`config.mk`:
```
export PLATFORM = sky130hd
export DESIGN_NAME = mem_access_unit
export DESIGN_NICKNAME = d
export VERILOG_FILES = /design/src/rtl/mem_access_pkg.sv /design/src/rtl/mem_timeout_ctr.sv /design/src/rtl/mem_access_unit.sv
export SDC_FILE = /design/constraint.sdc
export NUM_CORES = 1
export LEC_CHECK = 0
export ABC_CLOCK_PERIOD_IN_PS = 3200
export CORE_MARGIN = 2
export CORE_UTILIZATION = 46
export DETAILED_ROUTE_END_ITERATION = 16
export GPL_TIMING_DRIVEN = 0
export PLACE_DENSITY = 0.85
export SYNTH_ARGS = -nofsm -noshare
export SYNTH_HDL_FRONTEND = slang
export SYNTH_HIERARCHICAL = 1
export SYNTH_SLANG_ARGS = --single-unit
```
`constraint.sdc`:
```
create_clock -name CLK -period 3.2 [get_ports CLK]
set_clock_uncertainty 0.05 [all_clocks]
set_input_delay 0.64 -clock CLK [delete_from_list [all_inputs] [get_ports CLK]]
set_output_delay 0.64 -clock CLK [all_outputs]
set_load 0.005 [all_outputs]
```
`src/rtl/mem_access_pkg.sv`:
```
// Shared types for the memory-stage access unit: FSM state, default bus
// timeout and the control bundle that travels with each instruction.
package mem_access_pkg;

  localparam int unsigned TIMEOUT_DEFAULT = 64;

  typedef enum logic {
    IDLE = 1'b0,
    BUSY = 1'b1
  } state_t;

  typedef struct packed {
    logic       RF_WE;
    logic       MemWE;
    logic       WBSelect;
    logic [3:0] A3;
  } ctrl_t;

endpackage

```
`src/rtl/mem_timeout_ctr.sv`:
```
// Cycle counter for an outstanding bus transaction; hit_o flags the last
// permitted cycle (count == LIMIT-1) while counting is enabled.
module mem_timeout_ctr #(
  parameter int unsigned LIMIT = 64
) (
  input  logic CLK,
  input  logic RST,
  input  logic clr_i,
  input  logic en_i,
  output logic hit_o
);

  localparam int unsigned W = $clog2(LIMIT);

  logic [W-1:0] cnt_q;

  assign hit_o = en_i && (cnt_q == W'(LIMIT - 1));

  always_ff @(posedge CLK) begin
    if (RST || clr_i) begin
      cnt_q <= '0;
    end else if (en_i && !hit_o) begin
      cnt_q <= cnt_q + 1'b1;
    end
  end

endmodule

```
`src/rtl/mem_access_unit.sv`:
```
// Memory-stage access controller: runs a req/ack data-bus transaction for
// loads/stores, stalls upstream meanwhile, and registers the MEM/WB result.
module mem_access_unit
  import mem_access_pkg::*;
#(
  parameter int unsigned N       = 32,
  parameter int unsigned TIMEOUT = TIMEOUT_DEFAULT
) (
  input  logic         CLK,
  input  logic         RST,
  input  logic         valid_i,
  input  logic         MemWE_i,
  input  logic         MemRE_i,
  input  logic [N-1:0] AluResult_i,
  input  logic [N-1:0] WriteData_i,
  input  logic         RF_WE_i,
  input  logic         WBSelect_i,
  input  logic [3:0]   A3_i,
  output logic         mem_req_o,
  output logic         mem_we_o,
  output logic [N-1:0] mem_addr_o,
  output logic [N-1:0] mem_wdata_o,
  input  logic         mem_ack_i,
  input  logic [N-1:0] mem_rdata_i,
  output logic         stall_o,
  output logic         valid_o,
  output logic [N-1:0] ReadData_o,
  output logic [N-1:0] AluResult_o,
  output logic         RF_WE_o,
  output logic         MemWE_o,
  output logic         WBSelect_o,
  output logic [3:0]   A3_o,
  output logic         err_o
);

  state_t       state_q;
  logic [N-1:0] addr_q;
  logic [N-1:0] wdata_q;
  logic         we_q;
  ctrl_t        ctrl_lat_q;
  logic         req_q;
  logic         err_q;
  logic         valid_q;
  logic [N-1:0] rdata_q;
  logic [N-1:0] alu_q;
  ctrl_t        ctrl_out_q;

  logic  mem_op;
  logic  timeout_hit;
  ctrl_t in_ctrl;

  assign mem_op  = valid_i && (MemWE_i || MemRE_i);
  assign in_ctrl = '{RF_WE: RF_WE_i, MemWE: MemWE_i, WBSelect: WBSelect_i, A3: A3_i};

  mem_timeout_ctr #(.LIMIT(TIMEOUT)) u_timeout (
    .CLK   (CLK),
    .RST   (RST),
    .clr_i (state_q == IDLE),
    .en_i  (state_q == BUSY),
    .hit_o (timeout_hit)
  );

  // NOTE: stall is combinational so upstream freezes in the acceptance cycle itself.
  assign stall_o = ((state_q == IDLE) && mem_op) ||
                   ((state_q == BUSY) && !mem_ack_i && !timeout_hit);

  always_ff @(posedge CLK) begin
    if (RST) begin
      state_q    <= IDLE;
      addr_q     <= '0;
      wdata_q    <= '0;
      we_q       <= 1'b0;
      ctrl_lat_q <= '0;
      req_q      <= 1'b0;
      err_q      <= 1'b0;
      valid_q    <= 1'b0;
      rdata_q    <= '0;
      alu_q      <= '0;
      ctrl_out_q <= '0;
    end else begin
      // Output side defaults to a bubble; only completions overwrite it.
      valid_q    <= 1'b0;
      rdata_q    <= '0;
      alu_q      <= '0;
      ctrl_out_q <= '0;
      case (state_q)
        IDLE: begin
          if (mem_op) begin
            addr_q     <= AluResult_i;
            wdata_q    <= WriteData_i;
            we_q       <= MemWE_i;
            ctrl_lat_q <= in_ctrl;
            req_q      <= 1'b1;
            state_q    <= BUSY;
          end else if (valid_i) begin
            valid_q    <= 1'b1;
            alu_q      <= AluResult_i;
            ctrl_out_q <= in_ctrl;
          end
        end
        BUSY: begin
          // NOTE: ack is tested first so a same-cycle timeout never discards a real completion.
          if (mem_ack_i) begin
            valid_q    <= 1'b1;
            alu_q      <= addr_q;
            rdata_q    <= we_q ? '0 : mem_rdata_i;
            ctrl_out_q <= ctrl_lat_q;
            req_q      <= 1'b0;
            state_q    <= IDLE;
          end else if (timeout_hit) begin
            valid_q    <= 1'b1;
            alu_q      <= addr_q;
            ctrl_out_q <= '{RF_WE: 1'b0, MemWE: 1'b0,
                            WBSelect: ctrl_lat_q.WBSelect, A3: ctrl_lat_q.A3};
            req_q      <= 1'b0;
            err_q      <= 1'b1;
            state_q    <= IDLE;
          end
        end
        default: state_q <= IDLE;
      endcase
    end
  end

  assign mem_req_o   = req_q;
  assign mem_we_o    = we_q;
  assign mem_addr_o  = addr_q;
  assign mem_wdata_o = wdata_q;
  assign valid_o     = valid_q;
  assign ReadData_o  = rdata_q;
  assign AluResult_o = alu_q;
  assign RF_WE_o     = ctrl_out_q.RF_WE;
  assign MemWE_o     = ctrl_out_q.MemWE;
  assign WBSelect_o  = ctrl_out_q.WBSelect;
  assign A3_o        = ctrl_out_q.A3;
  assign err_o       = err_q;

endmodule

```
* Word level (Yosys, flattened, before mapping)
Cells that the tools add are included.
W data, S select, Z words.
** Storage, ports and cells
- Output and inout port bits :: 140
- Input bits :: 108
- Logic and storage cells :: 61
- Bits in registers :: 152
** Operators by class
- Multiplexer cells :: 23
- Reductions and logical operators :: 15
- Bitwise gates (word level) :: 2
- Eq/ne operators :: 3
- Add/sub/neg operators :: 1
** Operators by type and width (count)
- $mux W32 :: 4
- $pmux W32 S2 :: 1
- $mux W7 :: 3
- $pmux W7 S2 :: 1
- $mux W1 :: 10
- $add A6 B1 Y6 const B :: 1
- $eq A6 B6 Y1 const B :: 1
- $logic_and A1 B1 Y1 :: 6
- $pmux W1 S2 :: 3
- $mux W5 :: 1
- $reduce_and A2 Y1 :: 2
- $reduce_or A4 Y1 :: 1
- $logic_or A1 B1 Y1 :: 3
- $ne A3 B2 Y1 const B :: 1
- $reduce_and A3 Y1 :: 1
- $logic_not A1 Y1 :: 2
- $ne A2 B2 Y1 const B :: 1
- $not A1 Y1 :: 2

* Longest topological paths before layout
Gate-level depths: netlist of run 1.
- Word-level depth :: 5
- Gate-level depth with buffers :: 9
- Depth with buffers taken out :: 7

* Cells and area by module
The synthesis of run 1 kept the hierarchy.
** Modules (own cells, without submodules)
- mem_access_unit :: instances 1, sequential area each 2922.8 um^2, cells an instance 525, area an instance 5664.2 um^2
- mem_timeout_ctr :: instances 1, sequential area each 120.1 um^2, cells an instance 33, area an instance 301.5 um^2

* Least setup slack after synthesis of run 1
No wires, ideal clock.
- Kind :: register to output
- Start point :: register u_timeout.cnt_q[0]
- End point :: output port stall_o
- Arrival time :: 1.261 ns
- Buffers on the path :: 0
- Path slack :: 1.249 ns
- Required time :: 2.510 ns
- Stages on the path, launching flop included :: 7
- Cells stage by stage :: dfxtp_1 > ha_1 > nand3_1 > or2_1 > nor2_1 > or3_1 > nand2_1
** On the way
- Word-level cells in the longest chain between the ends :: 5
** RTL lines
- from (decl) :: RTL line mem_timeout_ctr.sv:15 : logic [W-1:0] cnt_q;
- from (signal assigned) :: RTL line mem_timeout_ctr.sv:23 : cnt_q <= cnt_q + 1'b1;
- $eq A6 B6 Y1 :: RTL line mem_timeout_ctr.sv:17 : assign hit_o = en_i && (cnt_q == W'(LIMIT - 1));
- $logic_and A1 B1 Y1 :: RTL line mem_timeout_ctr.sv:17
- via timeout_hit :: RTL line mem_access_unit.sv:49 : logic timeout_hit;
- $logic_not A1 Y1 :: RTL line mem_access_unit.sv:65 : ((state_q == BUSY) && !mem_ack_i && !timeout_hit);
- $logic_and A1 B1 Y1 :: RTL line mem_access_unit.sv:65
- $logic_or A1 B1 Y1 :: RTL line mem_access_unit.sv:64 : assign stall_o = ((state_q == IDLE) && mem_op) ||
- to (decl) :: RTL line mem_access_unit.sv:25 : output logic stall_o,
The timed path passes the listed nets, and every way through them passes these cells.

* Final worst setup path of run 1
Same ends and word-level chain as after synthesis.

==> results of run 1 <==
## cells in the mapped netlist, drive strengths merged (3+ instances only)
library cell / n
mux2i: 72
nand2b: 141
buf: 21
clkbuf: 18
a22oi: 38
inv: 4
and2: 32
a31oi: 3
o21a: 3
dfxtp: 152
nor2: 44
nand2: 7
## per-layer routing
| layer | GRT usage, % | wire length (um) |
|---|---|---|
| met3 | 7.122 | 1024 |
| met1 | 25.97 | 6613 |
| met4 | 9.413 | 331 |
| met5 | 0 | 0 |
| met2 | 42.95 | 8517 |
## flip-flops by register name, indices dropped and copies added (netlist names), 4 cells and up
signal	count
A3_o	4
u_timeout/cnt_q	6
mem_wdata_o	32
mem_addr_o	32
ctrl_lat_q	7
ReadData_o	32
AluResult_o	32
## where the power goes
| group | internal [mW] | switching [mW] |
|---|---|---|
| clock network | 1.18 | 0.762 |
| registers | 1.97 | 0.0516 |
| logic | 0.380 | 0.223 |
## cell type report
class                      count  share of cell area [%]
buffer                        39                   3.401
sequential                   152                   32.95
timing repair buffer         247                   26.78
multi-input combinational    363                   28.09
tap                          172                   2.331
inverter                       4                  0.1626
clock buffer                  20                   4.946
clock inverter                12                   1.341
## cell families after synthesis
family | count (synthesis) | share of synthesized area [%]
fa+ha+maj | 1 | 0.2097
simple gates | 237 | 23.85
buf+inv | 43 | 5.516
mux | 72 | 12.08
compound gates | 53 | 7.341
flops | 152 | 51.01
## through the flow
step                hold WS, ns  setup WS (ns)
finish                   0.4242         0.1719
global placement         0.4078         0.4058
global route             0.4489        0.05954
CTS                      0.4231         0.1560
floorplan                0.3989          1.249
detailed placement       0.4130         0.3818
## placed cells by master, fill, tap and decap left out, drive strengths merged, types with 2 or more instances in the layout
cell           instances
clkinvlp               4
o21ai                  2
clkinv                 5
and2                  32
mux2i                 72
bufinv                 2
nand2                  7
a21oi                  2
o21a                   3
dfxtp                152
nor2                  44
clkbuf                38
clkdlybuf4s50        247
a31oi                  3
nand2b               141
buf                   21
inv                    5
or3                    2
a22oi                 38
## critical path: stages, from the launching register on
cell             delay (ns)
dfxtp_1                0.33
ha_1                   0.25
nand3_1                0.12
or2_1                  0.15
nor2_1                 0.08
or3_1                  0.36
nand2_1                0.10
clkdlybuf4s50_1        0.52
## how the worst min path moves through the flow
stage | from | slack, ns | to | cells after the start
3_5_place_dp | mem_wdata_o[20] | 0.41 | mem_wdata_o[20] | 2
3_3_place_gp | mem_wdata_o[0] | 0.41 | mem_wdata_o[0] | 2
2_1_floorplan | ctrl_lat_q[6] | 0.40 | ctrl_lat_q[6] | 2
6_report | mem_wdata_o[2] | 0.42 | mem_wdata_o[2] | 2
5_1_grt | mem_wdata_o[12] | 0.45 | mem_wdata_o[12] | 2
4_1_cts | mem_wdata_o[20] | 0.42 | mem_wdata_o[20] | 2
==> impl_metrics.env, run 1 <==
export IMPL_outcome="finished clean"
export IMPL_grt_overflow_total=0
export IMPL_required_ns=2.51
export IMPL_fin_nets=933
export IMPL_port_buffers=247
export IMPL_max_freq_mhz=330.2
export IMPL_final_util_pct=73.17
export IMPL_cp_startpoint="u_timeout/cnt_q[0]"
export IMPL_avgViaCountPerCell=4.861
export IMPL_dpl_cell_area_sq_mm=0.008653
export IMPL_endpoint_kind="output pin"
export IMPL_worst_pin_slew_ns=0.5178
export IMPL_drive_above_1_share_pct=9.797
export IMPL_slew_headroom_pct=65.43
export IMPL_p_leak_nw=3.467
export IMPL_synth_cell_type_count=39
export IMPL_power_density_mw_per_mm2=495.1
export IMPL_dp_cells=977
export IMPL_regArea_sq_mm=0.003043
export IMPL_synth_top_area_share_pct=51.01
export IMPL_initial_core_util_pct=47.27
export IMPL_yosysTopAreaCell="dfxtp_1"
export IMPL_cts_root_buf="clkbuf_16"
export IMPL_dp_hpwl_um=12420
export IMPL_arrival_ns=2.34
export IMPL_drtIter0Drc=197
export IMPL_finalCritPeriodShare_pct=94.63
export IMPL_grt_pass1_wl_um=26140
export IMPL_synth_area_leaders="dfxtp_1 (51%), nand2b_1 (15%), mux2i_1 (12%), a22oi_1 (3.5%), and2_1 (3.4%)"
export IMPL_ctsHoldBuffers=0
export IMPL_start_kind="flop"
export IMPL_ys_warn_count=6
export IMPL_syn_num_nets=667
export IMPL_cts_made_buffers=17
export IMPL_rows=41
export IMPL_fin_area_sq_mm=0.009234
export IMPL_ys_seq_area_share_pct=51.01
export IMPL_nFillCells=920
export IMPL_cts_tree="done"
export IMPL_finalWeightedCongestion=0.8105
export IMPL_n_antenna_cell=0
export IMPL_via_count=4905
export IMPL_antenna_left=0
export IMPL_area_growth_pct=54.78
export IMPL_cap_violations=0
export IMPL_min_period_ns=3.028
export IMPL_reg2reg_depth=9
export IMPL_setup_viol=0
export IMPL_avgSynthCellArea_sq_um=10.69
export IMPL_syn_inst=558
export IMPL_drtPass1Iterations=4
export IMPL_timing_critical_path_fanout_max=5
export IMPL_wire_per_inst_um=16.34
export IMPL_synth_seq_cells=152
export IMPL_die_area_sq_mm=0.01390
export IMPL_cts_max_path_buffers=2
export IMPL_die_w_um=117.9
export IMPL_r2r_start="u_timeout/cnt_q[0]"
export IMPL_cts_resized=0
export IMPL_grt_pass1_vias=5071
export IMPL_drt_wl_total_um=16490
export IMPL_reg2reg_slack_ns=1.14
export IMPL_async_flop_share_pct=0
export IMPL_multi_input_area_sq_mm=0.002594
export IMPL_drc_errors=0
export IMPL_ir_drop_uv=396.9
export IMPL_synth_edf_count=0
export IMPL_gr_usage_all_layers_pct=23.78
export IMPL_io_pins=248
export IMPL_timing_critical_path_to="stall_o"
export IMPL_final_hold_viol_count=0
export IMPL_htree_levels=4
export IMPL_slew_viol_final=0
export IMPL_fin_setup_tns_ns=0
export IMPL_min_path_type="reg -> reg"
export IMPL_clock_sinks=152
export IMPL_synth_area_sq_mm=0.005966
export IMPL_timing_rr_end="AluResult_o[17]"
export IMPL_ys_flop_type="dfxtp_1"
export IMPL_post_cts_buffers=0
export IMPL_stdcell_count=1009
export IMPL_clk_latency_ns=0.42
export IMPL_clkTransAtPathRegs_ns=0.06
export IMPL_grt_max_degree=17
export IMPL_total_power_mw=4.571
export IMPL_die_y_um=117.9
export IMPL_critPathKind="reg -> out"
export IMPL_core_area_sq_mm=0.01262
export IMPL_grt_setup_unrepaired="false"
export IMPL_antenna_found_initial=0
Note: power is estimated with default switching activity, not from simulation.
==> run 2, diff against run 1 <==
--- a/config.mk
+++ b/config.mk
@@ -8,6 +8,7 @@
 export ABC_CLOCK_PERIOD_IN_PS = 3200
 export CORE_MARGIN = 2
 export CORE_UTILIZATION = 46
+export CTS_CLUSTER_SIZE = 24
 export DETAILED_ROUTE_END_ITERATION = 16
 export GPL_TIMING_DRIVEN = 0
 export PLACE_DENSITY = 0.85
==> results of run 2 <==
Final layout, timing and power as in run 1 (identical DEF).
==> run 3, diff against run 2 <==
--- a/config.mk
+++ b/config.mk
@@ -5,13 +5,13 @@
 export SDC_FILE = /design/constraint.sdc
 export NUM_CORES = 1
 export LEC_CHECK = 0
-export ABC_CLOCK_PERIOD_IN_PS = 3200
+export ABC_CLOCK_PERIOD_IN_PS = 3000
 export CORE_MARGIN = 2
-export CORE_UTILIZATION = 46
+export CORE_UTILIZATION = 43
 export CTS_CLUSTER_SIZE = 24
 export DETAILED_ROUTE_END_ITERATION = 16
 export GPL_TIMING_DRIVEN = 0
-export PLACE_DENSITY = 0.85
+export PLACE_DENSITY = 0.8
 export SYNTH_ARGS = -nofsm -noshare
 export SYNTH_HDL_FRONTEND = slang
 export SYNTH_HIERARCHICAL = 1
==> constraint.sdc (replaced) <==
create_clock -name CLK -period 3 [get_ports CLK]
set_clock_uncertainty 0.05 [all_clocks]
set_input_delay 0.6 -clock CLK [delete_from_list [all_inputs] [get_ports CLK]]
set_output_delay 0.6 -clock CLK [all_outputs]
set_load 0.005 [all_outputs]
==> impl_metrics.env, run 3 (synthesized netlist as in run 1, its figures left out) <==
export IMPL_ir_drop_uv=352.6
export IMPL_hold_depth=2
export IMPL_drtPass1Iterations=4
export IMPL_layout_commonest_cell="clkdlybuf4s50_1"
export IMPL_dp_hpwl_um=12090
export IMPL_critPathKind="reg -> out"
export IMPL_setup_viol=0
export IMPL_io_pins=248
export IMPL_port_buffers=247
export IMPL_max_freq_mhz=346.3
export IMPL_min_path_type="reg -> reg"
export IMPL_antenna_left=0
export IMPL_endpoint_kind="output pin"
export IMPL_r2r_start="u_timeout/cnt_q[0]"
export IMPL_regArea_sq_mm=0.003044
export IMPL_die_area_sq_mm=0.01483
export IMPL_clkTransAtPathRegs_ns=0.06
export IMPL_cts_max_path_buffers=2
export IMPL_grt_max_degree=17
export IMPL_grt_pass1_vias=5047
export IMPL_slew_viol_final=0
export IMPL_rows=43
export IMPL_preCtsSetupSlack_ns=0.2379
export IMPL_timing_critical_path_fanout_max=5
export IMPL_cts_tree="done"
export IMPL_drive_above_1_share_pct=10.04
export IMPL_clock_sinks=152
export IMPL_cap_violations=0
export IMPL_cts_root_buf="clkbuf_16"
export IMPL_start_kind="flop"
export IMPL_slew_headroom_pct=60.96
export IMPL_area_growth_pct=55.37
export IMPL_grt_pass1_wl_um=25660
export IMPL_gr_usage_all_layers_pct=22.28
export IMPL_ctsHoldBuffers=0
export IMPL_core_area_sq_mm=0.01372
export IMPL_whs_endpoint="mem_wdata_o[12]"
export IMPL_final_hold_viol_count=0
export IMPL_finalCritPeriodShare_pct=96.26
export IMPL_outcome="finished clean"
export IMPL_avgViaCountPerCell=4.849
export IMPL_n_antenna_cell=0
export IMPL_worst_pin_slew_ns=0.5856
export IMPL_clk_latency_ns=0.42
export IMPL_dp_cells=985
export IMPL_initial_core_util_pct=43.48
export IMPL_grt_overflow_total=0
export IMPL_reg2reg_depth=9
export IMPL_multi_input_area_sq_mm=0.002601
export IMPL_drt_wl_total_um=16410
export IMPL_min_period_ns=2.888
export IMPL_p_leak_nw=3.475
export IMPL_nFillCells=1075
export IMPL_timing_rr_end="AluResult_o[22]"
export IMPL_setup_slack_ns=0.1121
export IMPL_fin_setup_tns_ns=0
export IMPL_power_density_mw_per_mm2=534.8
export IMPL_total_power_mw=4.957
export IMPL_stdcell_count=1017
export IMPL_final_cell_mix="clkdlybuf4s50_1 (247), dfxtp_1 (151), nand2b_1 (141)"
export IMPL_hp_start="mem_wdata_o[12]"
export IMPL_grt_setup_unrepaired="false"
export IMPL_fin_nets=933
export IMPL_required_ns=2.35
export IMPL_wire_per_inst_um=16.14
export IMPL_cts_made_buffers=17
export IMPL_reg2reg_slack_ns=1.00
export IMPL_finalWeightedCongestion=0.8186
export IMPL_die_y_um=121.8
export IMPL_drtIter0Drc=201
export IMPL_die_w_um=121.8
export IMPL_via_count=4931
export IMPL_arrival_ns=2.24
export IMPL_htree_levels=4
export IMPL_drc_errors=0
export IMPL_antenna_found_initial=0
run 3: worst max-delay path: stages (launching register included):
cell	delay, ns
dfxtp_1	0.33
ha_2	0.22
nand3_1	0.12
or2_4	0.14
nor2_2	0.04
or3_1	0.36
nand2_1	0.08
clkdlybuf4s50_1	0.52
run 3: final cells by class:
type                       count  share of cell area [%]
clock buffer                  21                   4.860
sequential                   152                   32.84
tap                          180                   2.430
clock inverter                11                   1.579
multi-input combinational    363                   28.06
timing repair buffer         247                   26.67
inverter                       4                  0.1620
buffer                        39                   3.388
run 3: what timing repair did:
action,CTS,global route
buffers inserted,0,0
setup endpoints to repair,0,1
hold endpoints to repair,0,0
resized for setup,0,4
run 3: power breakdown:
group          internal (mW)  switching (mW)
sequential              2.10          0.0555
clock                   1.33           0.824
combinational          0.405           0.238
total                   3.84            1.12
run 3: routing by layer:
metal / track usage, % / wire (um)
met5: 0 / 0
met4: 8.693 / 365
met3: 7.584 / 1083
met2: 37.78 / 8206
met1: 25.91 / 6758
run 3: how the worst max path moves through the flow:
stage | start | endpoint | slack, ns | cells after the start
after floorplan | u_timeout/cnt_q[0] | stall_o | 1.09 | 6
after global placement | valid_i | stall_o | 0.29 | 5
after detailed placement | valid_i | stall_o | 0.24 | 5
after CTS | u_timeout/cnt_q[0] | stall_o | 0.02 | 7
after global routing | u_timeout/cnt_q[0] | stall_o | 0.05 | 7
final | u_timeout/cnt_q[0] | stall_o | 0.11 | 7
run 3: metrics by stage:
step | area (sq um) | hold slack (ns) | utilization [%]
floorplan | 5966 | 0.3989 | -
global placement | 8663 | 0.4091 | 63.15
detailed placement | 8663 | 0.4106 | 63.15
CTS | 9260 | 0.4263 | 67.50
global route | 9269 | 0.4453 | 67.56
finish | 9269 | 0.4255 | 67.56
